### src/rtl/upct_update_arb.sv
// upct_update_arb: round-robin arbiter onto the upper PC table's 2-stage update port.
// Routes the returned index to the issuing requester and coalesces same-upper-PC requests.
module upct_update_arb #(
  parameter int NUM_REQ          = 4,
  parameter int UPPER_PC_WIDTH   = 10,
  parameter int LOG_UPCT_ENTRIES = 3
) (
  input  logic                               CLK,
  input  logic                               RST,
  input  logic [NUM_REQ-1:0]                 req_valid,
  input  logic [NUM_REQ-1:0][31:0]           req_target_full_PC,
  output logic [NUM_REQ-1:0]                 req_ready,
  output logic [NUM_REQ-1:0]                 resp_valid,
  output logic [LOG_UPCT_ENTRIES-1:0]        resp_upct_index,
  output logic                               upct_update0_valid,
  output logic [31:0]                        upct_update0_target_full_PC,
  input  logic [LOG_UPCT_ENTRIES-1:0]        upct_update1_upct_index
);

  localparam int              ID_W      = (NUM_REQ > 1) ? $clog2(NUM_REQ) : 1;
  localparam logic [ID_W:0]   NUM_REQ_W = (ID_W+1)'(NUM_REQ);
  localparam logic [ID_W-1:0] LAST_ID   = ID_W'(NUM_REQ - 1);

  logic [ID_W-1:0]           rr_ptr;
  logic                      inflight_valid;
  logic [ID_W-1:0]           inflight_id;
  logic [UPPER_PC_WIDTH-1:0] inflight_upper_PC;

  logic                      inflight_resp;
  logic [NUM_REQ-1:0]        coalesced;
  logic [NUM_REQ-1:0]        candidates;
  logic                      grant_valid;
  logic [ID_W-1:0]           grant_id;
  logic [ID_W:0]             scan_idx;
  logic [NUM_REQ-1:0]        grant_mask;
  logic [NUM_REQ-1:0]        inflight_mask;
  logic [ID_W-1:0]           rr_next;

  // A reset cycle suppresses the pending response and any new acceptance, since
  // the registers that would track them are being cleared at the same edge.
  always_comb begin
    inflight_resp = inflight_valid & ~RST;
    coalesced     = '0;
    for (int i = 0; i < NUM_REQ; i++) begin
      coalesced[i] = inflight_resp & req_valid[i] &
                     (req_target_full_PC[i][31 -: UPPER_PC_WIDTH] == inflight_upper_PC);
    end
    candidates = RST ? '0 : (req_valid & ~coalesced);
  end

  // Scan starting at rr_ptr, wrapping modulo NUM_REQ; first candidate wins.
  always_comb begin
    grant_valid = 1'b0;
    grant_id    = '0;
    scan_idx    = '0;
    for (int k = 0; k < NUM_REQ; k++) begin
      scan_idx = {1'b0, rr_ptr} + (ID_W+1)'(k);
      if (scan_idx >= NUM_REQ_W) begin
        scan_idx = scan_idx - NUM_REQ_W;
      end
      if (!grant_valid && candidates[scan_idx[ID_W-1:0]]) begin
        grant_valid = 1'b1;
        grant_id    = scan_idx[ID_W-1:0];
      end
    end
  end

  always_comb begin
    grant_mask    = '0;
    inflight_mask = '0;
    if (grant_valid) begin
      grant_mask[grant_id] = 1'b1;
    end
    if (inflight_resp) begin
      inflight_mask[inflight_id] = 1'b1;
    end
    rr_next = (grant_id == LAST_ID) ? '0 : (grant_id + 1'b1);
  end

  always_comb begin
    req_ready                   = grant_mask | coalesced;
    resp_valid                  = inflight_mask | coalesced;
    resp_upct_index             = inflight_resp ? upct_update1_upct_index : '0;
    upct_update0_valid          = grant_valid;
    upct_update0_target_full_PC = grant_valid ? req_target_full_PC[grant_id] : 32'h0;
  end

  always_ff @(posedge CLK) begin
    if (RST) begin
      rr_ptr            <= '0;
      inflight_valid    <= 1'b0;
      inflight_id       <= '0;
      inflight_upper_PC <= '0;
    end else begin
      inflight_valid <= grant_valid;
      if (grant_valid) begin
        rr_ptr            <= rr_next;
        inflight_id       <= grant_id;
        inflight_upper_PC <= req_target_full_PC[grant_id][31 -: UPPER_PC_WIDTH];
      end
    end
  end

endmodule

### config.mk
export PLATFORM = sky130hd
export DESIGN_NAME = upct_update_arb
export DESIGN_NICKNAME = d
export VERILOG_FILES = /design/src/rtl/upct_update_arb.sv
export SDC_FILE = /design/constraint.sdc
export NUM_CORES = 1
export LEC_CHECK = 0
export ABC_AREA = 1
export ABC_CLOCK_PERIOD_IN_PS = 5400
export BUFFER_PORTS_ARGS = -buffer_cell sky130_fd_sc_hd__buf_2
export CORE_UTILIZATION = 48
export CTS_CLUSTER_DIAMETER = 100
export CTS_CLUSTER_SIZE = 16
export DETAILED_ROUTE_END_ITERATION = 12
export PLACE_DENSITY = 0.88
export SLEW_MARGIN = 20
export SYNTH_ARGS = -nofsm -noshare
export SYNTH_HDL_FRONTEND = slang
export SYNTH_SLANG_ARGS = --single-unit
### constraint.sdc
create_clock -name CLK -period 5.4 [get_ports CLK]
set_input_delay 0.81 -clock CLK [delete_from_list [all_inputs] [get_ports CLK]]
set_output_delay 0.81 -clock CLK [all_outputs]
set_load 0.1 [all_outputs]
==> Word-level counts from Yosys, hierarchy flattened <==
Cells that the tools add are included.
{ "op_classes": {"add_sub_neg": 8, "order_cmp": 12, "eq_ne": 5, "mux": 32, "n_bitwise": 14, "reduce_logical": 8} }
{ "ops": {"columns": ["cell", "count"], "rows": [
  ["binary-select mux 32 bit (select 2 bit)", 1],
  ["two-way mux 32 bit", 2],
  ["== test 10 bit", 4],
  ["less-than comparator 2 x 3 -> 1 bit, second input constant", 6],
  ["two-way mux 2 bit", 9],
  ["two-way mux 4 bit", 3],
  ["two-way mux 1 bit", 10],
  ["AND 1 bit", 9],
  ["greater-or-equal comparator 3 bit, second input constant", 3],
  ["binary-select mux 1 bit (select 2 bit)", 4],
  ["OR 4 bit", 2],
  ["subtractor 2 x 1 -> 2 bit, second input constant", 4],
  ["adder 2 x 2 -> 3 bit, second input constant", 2],
  ["logical AND 1 bit", 5],
  ["AND 4 bit", 1],
  ["demux 1 bit (select 2 bit)", 2],
  ["greater-or-equal comparator 2 x 1 -> 1 bit, second input constant", 2],
  ["NOT 4 bit", 1],
  ["adder 2 x 1 -> 3 bit, second input constant", 1],
  ["greater-or-equal comparator 2 x 3 -> 1 bit, second input constant", 1],
  ["logical NOT 1 bit", 3],
  ["two-way mux 3 bit", 1],
  ["adder 2 x 1 -> 2 bit, second input constant", 1],
  ["== test 2 bit, second input constant", 1],
  ["NOT 1 bit", 1]
]} }
{ "totals": {"reg_bits": 15, "input_bits": 137, "output_inout_bits": 44, "elab_cells": 83} }

==> Depth between registers and ports, before layout <==
Gate-level depths: netlist of the first run.
{ "depth": {"ltp_word": 25, "depth_mapped": 23, "depth_no_buf": 22} }

==> Least setup slack after synthesis of the first run <==
OpenSTA, ideal clock, no wires.
{ "synth_path": {"path_type": "input to output", "from": "in RST", "to": "out upct_update0_target_full_PC[12]", "t_arrival_ps": 4525, "t_required_ps": 4590, "path_slack_ps": 65, "stages": 16, "n_path_buf": 3, "cell_sequence": "inv_2 nand2_2 buf_6 nor2_1 nand2_1 nor2_1 nand3_2 nand3_1 nand3_1 o21ai_4 nand3_1 nand3_2 buf_6 buf_2 o21ai_0 o21ai_0"} }
{ "synth_between": {"elab_chain_len": 22, "word_cells_on_any_way": 38, "cone_classes": "mux (20); bitwise (12); reduce/logical (6)"} }
{ "synth_lines": {"columns": ["item", "line_no", "text"], "rows": [
  ["start, declared", "9", "input logic RST,"],
  ["NOT 1 bit", "42", "inflight_resp = inflight_valid & ~RST;"],
  ["AND 1 bit", "42", null],
  ["AND 1 bit (2 in series)", "45", "coalesced[i] = inflight_resp & req_valid[i] &"],
  ["NOT 4 bit", "48", "candidates = RST ? '0 : (req_valid & ~coalesced);"],
  ["AND 4 bit", "48", null],
  ["two-way mux 4 bit (*)", "48", null],
  ["binary-select mux 1 bit (select 2 bit)", "61", "if (!grant_valid && candidates[scan_idx[ID_W-1:0]]) begin"],
  ["two-way mux 1 bit (not written as such)", "61", null],
  ["(+5 left out)", null, null],
  ["logical AND 1 bit", "61", null],
  ["two-way mux 1 bit", "61", null],
  ["logical NOT 1 bit", "61", null],
  ["logical AND 1 bit", "61", null],
  ["two-way mux 2 bit", "61", null],
  ["binary-select mux 32 bit (select 2 bit)", "85", "upct_update0_target_full_PC = grant_valid ? req_target_full_PC[grant_id] : 32'h0;"],
  ["two-way mux 32 bit (not written as such)", "85", null],
  ["two-way mux 32 bit (*)", "85", null],
  ["end, declared", "16", "output logic [31:0] upct_update0_target_full_PC,"]
]} }
Every way passes the cells marked *; elsewhere a longest branch is shown, timed or not. The select of a mux whose other input is x is not followed.

==> Final worst setup path of the first run <==
{ "layout_path": {"from": "in RST", "to": "out req_ready[2]"} }
{ "layout_between": {"elab_chain_len": 25, "word_cells_on_any_way": 42, "cone_classes": "order compare (2); mux (20); bitwise (13); reduce/logical (7)"} }
{ "layout_lines": {"columns": ["item", "line_no", "text"], "rows": [
  ["NOT 1 bit", "42", null],
  ["AND 1 bit", "42", null],
  ["AND 1 bit (2 in series)", "45", null],
  ["NOT 4 bit", "48", null],
  ["AND 4 bit", "48", null],
  ["two-way mux 4 bit", "48", null],
  ["binary-select mux 1 bit (select 2 bit)", "61", null],
  ["two-way mux 1 bit (not written as such)", "61", null],
  ["(+8 left out)", null, null],
  ["logical AND 1 bit", "61", null],
  ["two-way mux 2 bit", "61", null],
  ["less-than comparator 2 x 3 -> 1 bit (not written as such) or greater-or-equal comparator 2 x 1 -> 1 bit (tied branches)", "72", "grant_mask[grant_id] = 1'b1;"],
  ["logical AND 1 bit (not written as such)", "72", null],
  ["two-way mux 1 bit (not written as such)", "72", null],
  ["demux 1 bit (select 2 bit)", "72", null],
  ["two-way mux 4 bit", "71", "if (grant_valid) begin"],
  ["OR 4 bit (*)", "81", "req_ready = grant_mask | coalesced;"],
  ["end, declared", "12", "output logic [NUM_REQ-1:0] req_ready,"]
]} }
Marks and branches as above.

==> flow_summary.json, run 1 <==
{
  "routed_wl_mm": 12.0,
  "final_nets": 875,
  "viasPerCell": 5.58,
  "path_common_cell": "nand2_1",
  "critPathBufInv": 4,
  "post_cts_buffers": 0,
  "cp_top_family": "simple AND/OR/NAND/NOR gates",
  "rsz0062_at_grt": "no",
  "synthTopCellsByCount": "nand2_1 (186), nor2_1 (90), inv_1 (76), nand3_1 (31), o21ai_1 (30)",
  "grt_pass1_wl_mm": 18.9,
  "multiInputGateArea_mm2": 0.00216,
  "clkTransAtPathRegs_ns": 0.07,
  "hp-class": "reg -> reg",
  "slew_headroom": 0.442,
  "wire_per_inst_um": 14.8,
  "root_buffer": "clkbuf_8",
  "setup_viol": 0,
  "synth_cell_types": 31,
  "drtIter0Drc": 436,
  "synthesis.area_mm2": 0.00293,
  "setup.worst_path.class": "in -> out",
  "reg2reg_depth": 16,
  "cp.arrival_ns": 4.27,
  "die_y_um": 80.2,
  "antenna_found_initial": 0,
  "timing.fmax_mhz": 197,
  "start_kind": "input pin",
  "gp_congestion": 0.996,
  "outcome": "completed",
  "r2r_end": "rr_ptr[1]$_SDFFE_PP0P_",
  "regToRegSetupSlack_ns": 2.02,
  "finish.utilization": 0.737,
  "synth_seq_cells": 15,
  "ant_nets": 0,
  "async_flop_share": 0,
  "dp_hpwl_mm": 9.34,
  "cts_tree": "done",
  "synth_warnings": 0,
  "yosysSeqAreaShare": 0.102,
  "finalMaxSlewViolations": 0,
  "rows": 28,
  "clock-sinks": 15,
  "postCtsResizedCells": 0,
  "numCtsBuffers": 3,
  "synth_top_area_cell": "nand2_1",
  "num_io_pins": 181,
  "finClkSkew_ns": 0.00274,
  "critPathMaxStageDelay_ns": 0.52,
  "grt_pass1_vias": 4345,
  "antenna_cells": 0,
  "cp.required_ns": 4.59,
  "seq_area_um2": 300,
  "min_path_cells": 2,
  "start_util": 0.495,
  "synth.avg_cell_area_um2": 5.13,
  "synth_area_leaders": "nand2_1 (24%), nor2_1 (12%), dfxtp_1 (10%)",
  "yosys.area.top_type_share": 0.238,
  "cts_hold_buf": 0,
  "grt_overflow": 0,
  "synth-edff-count": 0,
  "detail_route.first_pass.iterations": 6,
  "synth-main-ff-cell": "dfxtp_1",
  "grtUsageTotal": 0.373,
  "setup_tns_ns": 0,
  "finalHoldViolations": 0,
  "io_buffer_count": 180,
  "cap_viol_max_count": 0,
  "end_kind": "primary output",
  "hold_end": "inflight_id[0]$_SDFFE_PP0P_",
  "die_w_um": 80.2,
  "synth_most_common_cell": "nand2_1",
  "period_needed_ns": 5.08,
  "syn_to_final_growth_pct": 48.8,
  "vias": 4510,
  "worstPathMaxFanout": 59,
  "clock_latency_ns": 0.26,
  "synthCells": 572,
  "syn-num-nets": 713,
  "fin_crit_sh": 0.941,
  "worst_slew_pin_slew_ns": 0.837,
  "die_area_mm2": 0.00643,
  "hp-start": "inflight_id[0]$_SDFFE_PP0P_",
  "cts_buffer_depth": 2,
  "drc": 0,
  "core_area_mm2": 0.00592,
  "cpMaxStageDelayCell": "buf_4",
  "critical_path.cell_chain": "buf_2 -> inv_2 -> nand2_2 -> nor2_1 -> nand2_1 -> nor2_1 -> nand3_1 -> nand3_1 -> nand3_1 -> nand2_2 -> nand2_1 -> nand2_1 -> nand2_1 -> nand3_2 -> buf_4 -> ha_1 -> nand2_1 -> nand2_1 -> buf_2",
  "grt_max_degree": 60,
  "ctsHtreeMaxLevel": 1,
  "drive_gt1_frac": 0.297,
  "worst_r2r_startpoint": "inflight_upper_PC[2]$_SDFFE_PP0P_",
  "nFillCells": 457
}
## stage by stage
stage / area [um2] / hold WS, ns / instances / setup slack (ns)
final: 4370 / 0.536 / 808 / 0.318
after global routing: 4370 / 0.575 / 808 / 0.0285
after CTS: 4370 / 0.526 / 808 / 0.466
after detailed placement: 4320 / 0.514 / 804 / 0.522
after global placement: 4320 / 0.498 / 804 / 0.710
after floorplan: 2930 / 0.470 / 572 / 0.0647
## layout make-up
class,count,share of cell area
clock buffers,3,0.00946
clock inverters,1,0.00115
inverters,79,0.0679
multi-input cells,447,0.494
flip-flops and latches,15,0.0688
well taps,75,0.0215
repair buffers,188,0.337
## logic make-up (layout without fill, tap and decap cells)
family | count (synthesis) | in the layout | synth area share
and+or+nand+nor | 339 | 339 | 0.488
buffers and inverters | 110 | 271 | 0.163
AOI/OAI and AO/OA | 81 | 81 | 0.156
DFF | 15 | 15 | 0.102
xor gates and xnor gates | 14 | 14 | 0.0418
muxes | 9 | 9 | 0.0307
adders and majority gates | 4 | 4 | 0.0171
## flip-flops by register name, summed over array words and instances (netlist names)
signal / flops
inflight_id: 2
inflight_upper_PC: 10
inflight_valid: 1
rr_ptr: 2
## worst max path at each step
stage / cells after the start / startpoint / slack, ns / end
finish: 19 / RST / 0.32 / req_ready[2]
global route: 20 / RST / 0.03 / upct_update0_target_full_PC[9]
CTS: 20 / RST / 0.47 / upct_update0_target_full_PC[9]
detailed placement: 20 / RST / 0.52 / upct_update0_target_full_PC[9]
global placement: 19 / RST / 0.71 / req_ready[2]
floorplan: 16 / RST / 0.06 / upct_update0_target_full_PC[12]
## cells in the final DEF (no fill, tap or decap)
cell type / instances
mux2i_1: 9
nand3_1: 31
o21ai_2: 1
clkinv_1: 1
o21ai_4: 1
buf_4: 8
nand4_1: 13
nor2_2: 1
nand2_2: 4
nand4_4: 1
xnor2_1: 10
nor2_1: 90
a21oi_1: 16
ha_1: 4
or2_2: 6
inv_1: 76
a211oi_1: 2
buf_12: 34
o211ai_2: 2
inv_2: 2
xor2_1: 4
a21oi_4: 1
clkbuf_8: 3
nand3_2: 7
nand2_1: 186
o21ai_0: 25
clkinv_2: 1
buf_2: 146
o31ai_1: 4
dfxtp_1: 15
o21ai_1: 29
## per-layer routing
layer  track usage  vias up  routed length [um]
li1              -     2098                   -
met1         0.381     1976                4160
met2         0.679      350                5810
met3        0.0864       86                1290
met4         0.236        0                 721
met5             0        -                   0
## worst reg2reg max path, delay by kind of cell (launching register included)
family / cells / cell delay [ns]
AO/OA/AOI/OAI: 3 / 0.45
buffers and inverters: 2 / 0.48
adder cells (fa/ha/maj): 1 / 0.30
AND/OR/NAND/NOR: 10 / 1.53
flip-flops: 1 / 0.47
Power of run 1 is left out: the tool's default activity adds up to more than one toggle a clock period on the data nets, which glitch-free logic cannot reach.
==> run 2: changes to the inputs <==
--- a/config.mk
+++ b/config.mk
@@ -7,12 +7,12 @@
 export LEC_CHECK = 0
 export ABC_AREA = 1
 export ABC_CLOCK_PERIOD_IN_PS = 5400
-export BUFFER_PORTS_ARGS = -buffer_cell sky130_fd_sc_hd__buf_2
-export CORE_UTILIZATION = 48
+export CORE_UTILIZATION = 55
 export CTS_CLUSTER_DIAMETER = 100
 export CTS_CLUSTER_SIZE = 16
 export DETAILED_ROUTE_END_ITERATION = 12
-export PLACE_DENSITY = 0.88
+export DONT_BUFFER_PORTS = 1
+export PLACE_DENSITY = 0.7
 export SLEW_MARGIN = 20
 export SYNTH_ARGS = -nofsm -noshare
 export SYNTH_HDL_FRONTEND = slang
==> run 2 against run 1 <==
  * The flow now finishes with violations (DRC)
  * Sequential share of layout area is 0.99 points higher
  * Global-route usage fell by 2.9 points
  * Clock skew rose by 0.0025 ns
  * Final area decreased by 13%
==> flow_summary.json, run 2 (synthesis results as in run 1) <==
{
  "outcome": "finished with violations",
  "violations": "DRC",
  "syn_to_final_growth_pct": 30.1,
  "drive_gt1_frac": 0.175,
  "rsz0062_at_grt": "no",
  "timing.fmax_mhz": 211,
  "rows": 26,
  "start_kind": "input pin",
  "numCtsBuffers": 3,
  "post_cts_buffers": 0,
  "core_area_mm2": 0.00511,
  "reg_top3": "inflight_upper_PC (10), inflight_id (2), rr_ptr (2)",
  "ant_nets": 0,
  "cts_tree": "done",
  "grt_max_degree": 40,
  "grtUsageTotal": 0.344,
  "largest_reg_flops": 10,
  "final_common_cell": "nand2_1",
  "cap_viol_max_count": 0,
  "layout_common_cells": "nand2_1 (186), nor2_1 (87), inv_1 (76)",
  "clock_latency_ns": 0.26,
  "die_area_mm2": 0.00563,
  "postCtsResizedCells": 0,
  "gp_congestion": 0.933,
  "cts_hold_buf": 0,
  "setup.worst_path.class": "in -> out",
  "cp.required_ns": 4.59,
  "cp.arrival_ns": 3.94,
  "wire_per_inst_um": 15.1,
  "antenna_cells": 0,
  "drtIter0Drc": 265,
  "io_buffer_count": 0,
  "setup_viol": 0,
  "slew_headroom": 0.265,
  "top_register": "inflight_upper_PC",
  "fin_crit_sh": 0.879,
  "hp-class": "reg -> reg",
  "start_util": 0.574,
  "final_nets": 731,
  "routed_wl_mm": 9.96,
  "dp_hpwl_mm": 7.94,
  "clock-sinks": 15,
  "cts_buffer_depth": 2,
  "die_y_um": 75.0,
  "root_buffer": "clkbuf_8",
  "num_io_pins": 181,
  "grt_overflow": 0,
  "end_kind": "primary output",
  "worst_slew_pin_slew_ns": 1.11,
  "die_w_um": 75.0,
  "holdWs_ns": 0.539,
  "nFillCells": 446,
  "viasPerCell": 5.62,
  "finalHoldViolations": 0,
  "grt_pass1_wl_mm": 14.9,
  "detail_route.first_pass.iterations": 9,
  "worstPathMaxFanout": 33,
  "drc": 1,
  "finClkSkew_ns": 0.00520,
  "grt_pass1_vias": 3398,
  "ctsHtreeMaxLevel": 1,
  "period_needed_ns": 4.75,
  "clkTransAtPathRegs_ns": 0.07,
  "vias": 3705,
  "finalMaxSlewViolations": 0,
  "antenna_found_initial": 0,
  "setup_tns_ns": 0
}
run 2: final timing paths:
path / from / end / slack (ns) / cells after the start
worst max-delay path: RST / upct_update0_target_full_PC[3] / 0.65 / 17
worst min register to register: inflight_upper_PC[4]$_SDFFE_PP0P_ / inflight_upper_PC[4]$_SDFFE_PP0P_ / 0.54 / 2
worst min-delay path: inflight_upper_PC[4]$_SDFFE_PP0P_ / inflight_upper_PC[4]$_SDFFE_PP0P_ / 0.54 / 2
worst max register to register: inflight_valid$_SDFF_PP0_ / rr_ptr[1]$_SDFFE_PP0P_ / 2.12 / 16
run 2: metrics by stage:
step | cell area, um2 | std cells | setup WS, ns | utilization
CTS | 3820 | 659 | 0.686 | 0.747
global placement | 3770 | 655 | 0.869 | 0.738
floorplan | 2930 | 572 | 0.0647 | -
detailed placement | 3770 | 655 | 0.688 | 0.738
finish | 3820 | 659 | 0.652 | 0.747
global route | 3820 | 659 | 0.401 | 0.747
run 2: area by class of cell:
type / count / area (um2) / share of cell area
Clock buffer: 3 / 41.3 / 0.0108
Clock inverter: 1 / 7.51 / 0.00197
Inverter: 79 / 297 / 0.0777
Multi-Input combinational cell: 447 / 2300 / 0.603
Sequential cell: 15 / 300 / 0.0787
Tap cell: 70 / 87.6 / 0.0230
Timing Repair Buffer: 44 / 781 / 0.205
run 2: layer usage:
layer	vias up	track usage	routed length, um
met3	30	0.0482	750
met1	1653	0.403	3900
li1	1817	-	-
met2	205	0.631	5010
met4	0	0.134	301
met5	-	0	0
run 2: worst max-delay path, cell delays in order:
cell and delay [ns]:
inv_2 0.08, nand2_2 0.23, nor2_1 0.16, nand2_1 0.06, nor2_1 0.08, nand3_1 0.18
nand3_1 0.17, nand2_2 0.10, o21ai_4 0.21, nand3_1 0.50, nand3_2 0.29, buf_4 0.36
nor2_1 0.07, nor2_1 0.10, o21ai_1 0.10, a21oi_2 0.21, buf_12 0.20
Power of run 2 is left out for the same reason.
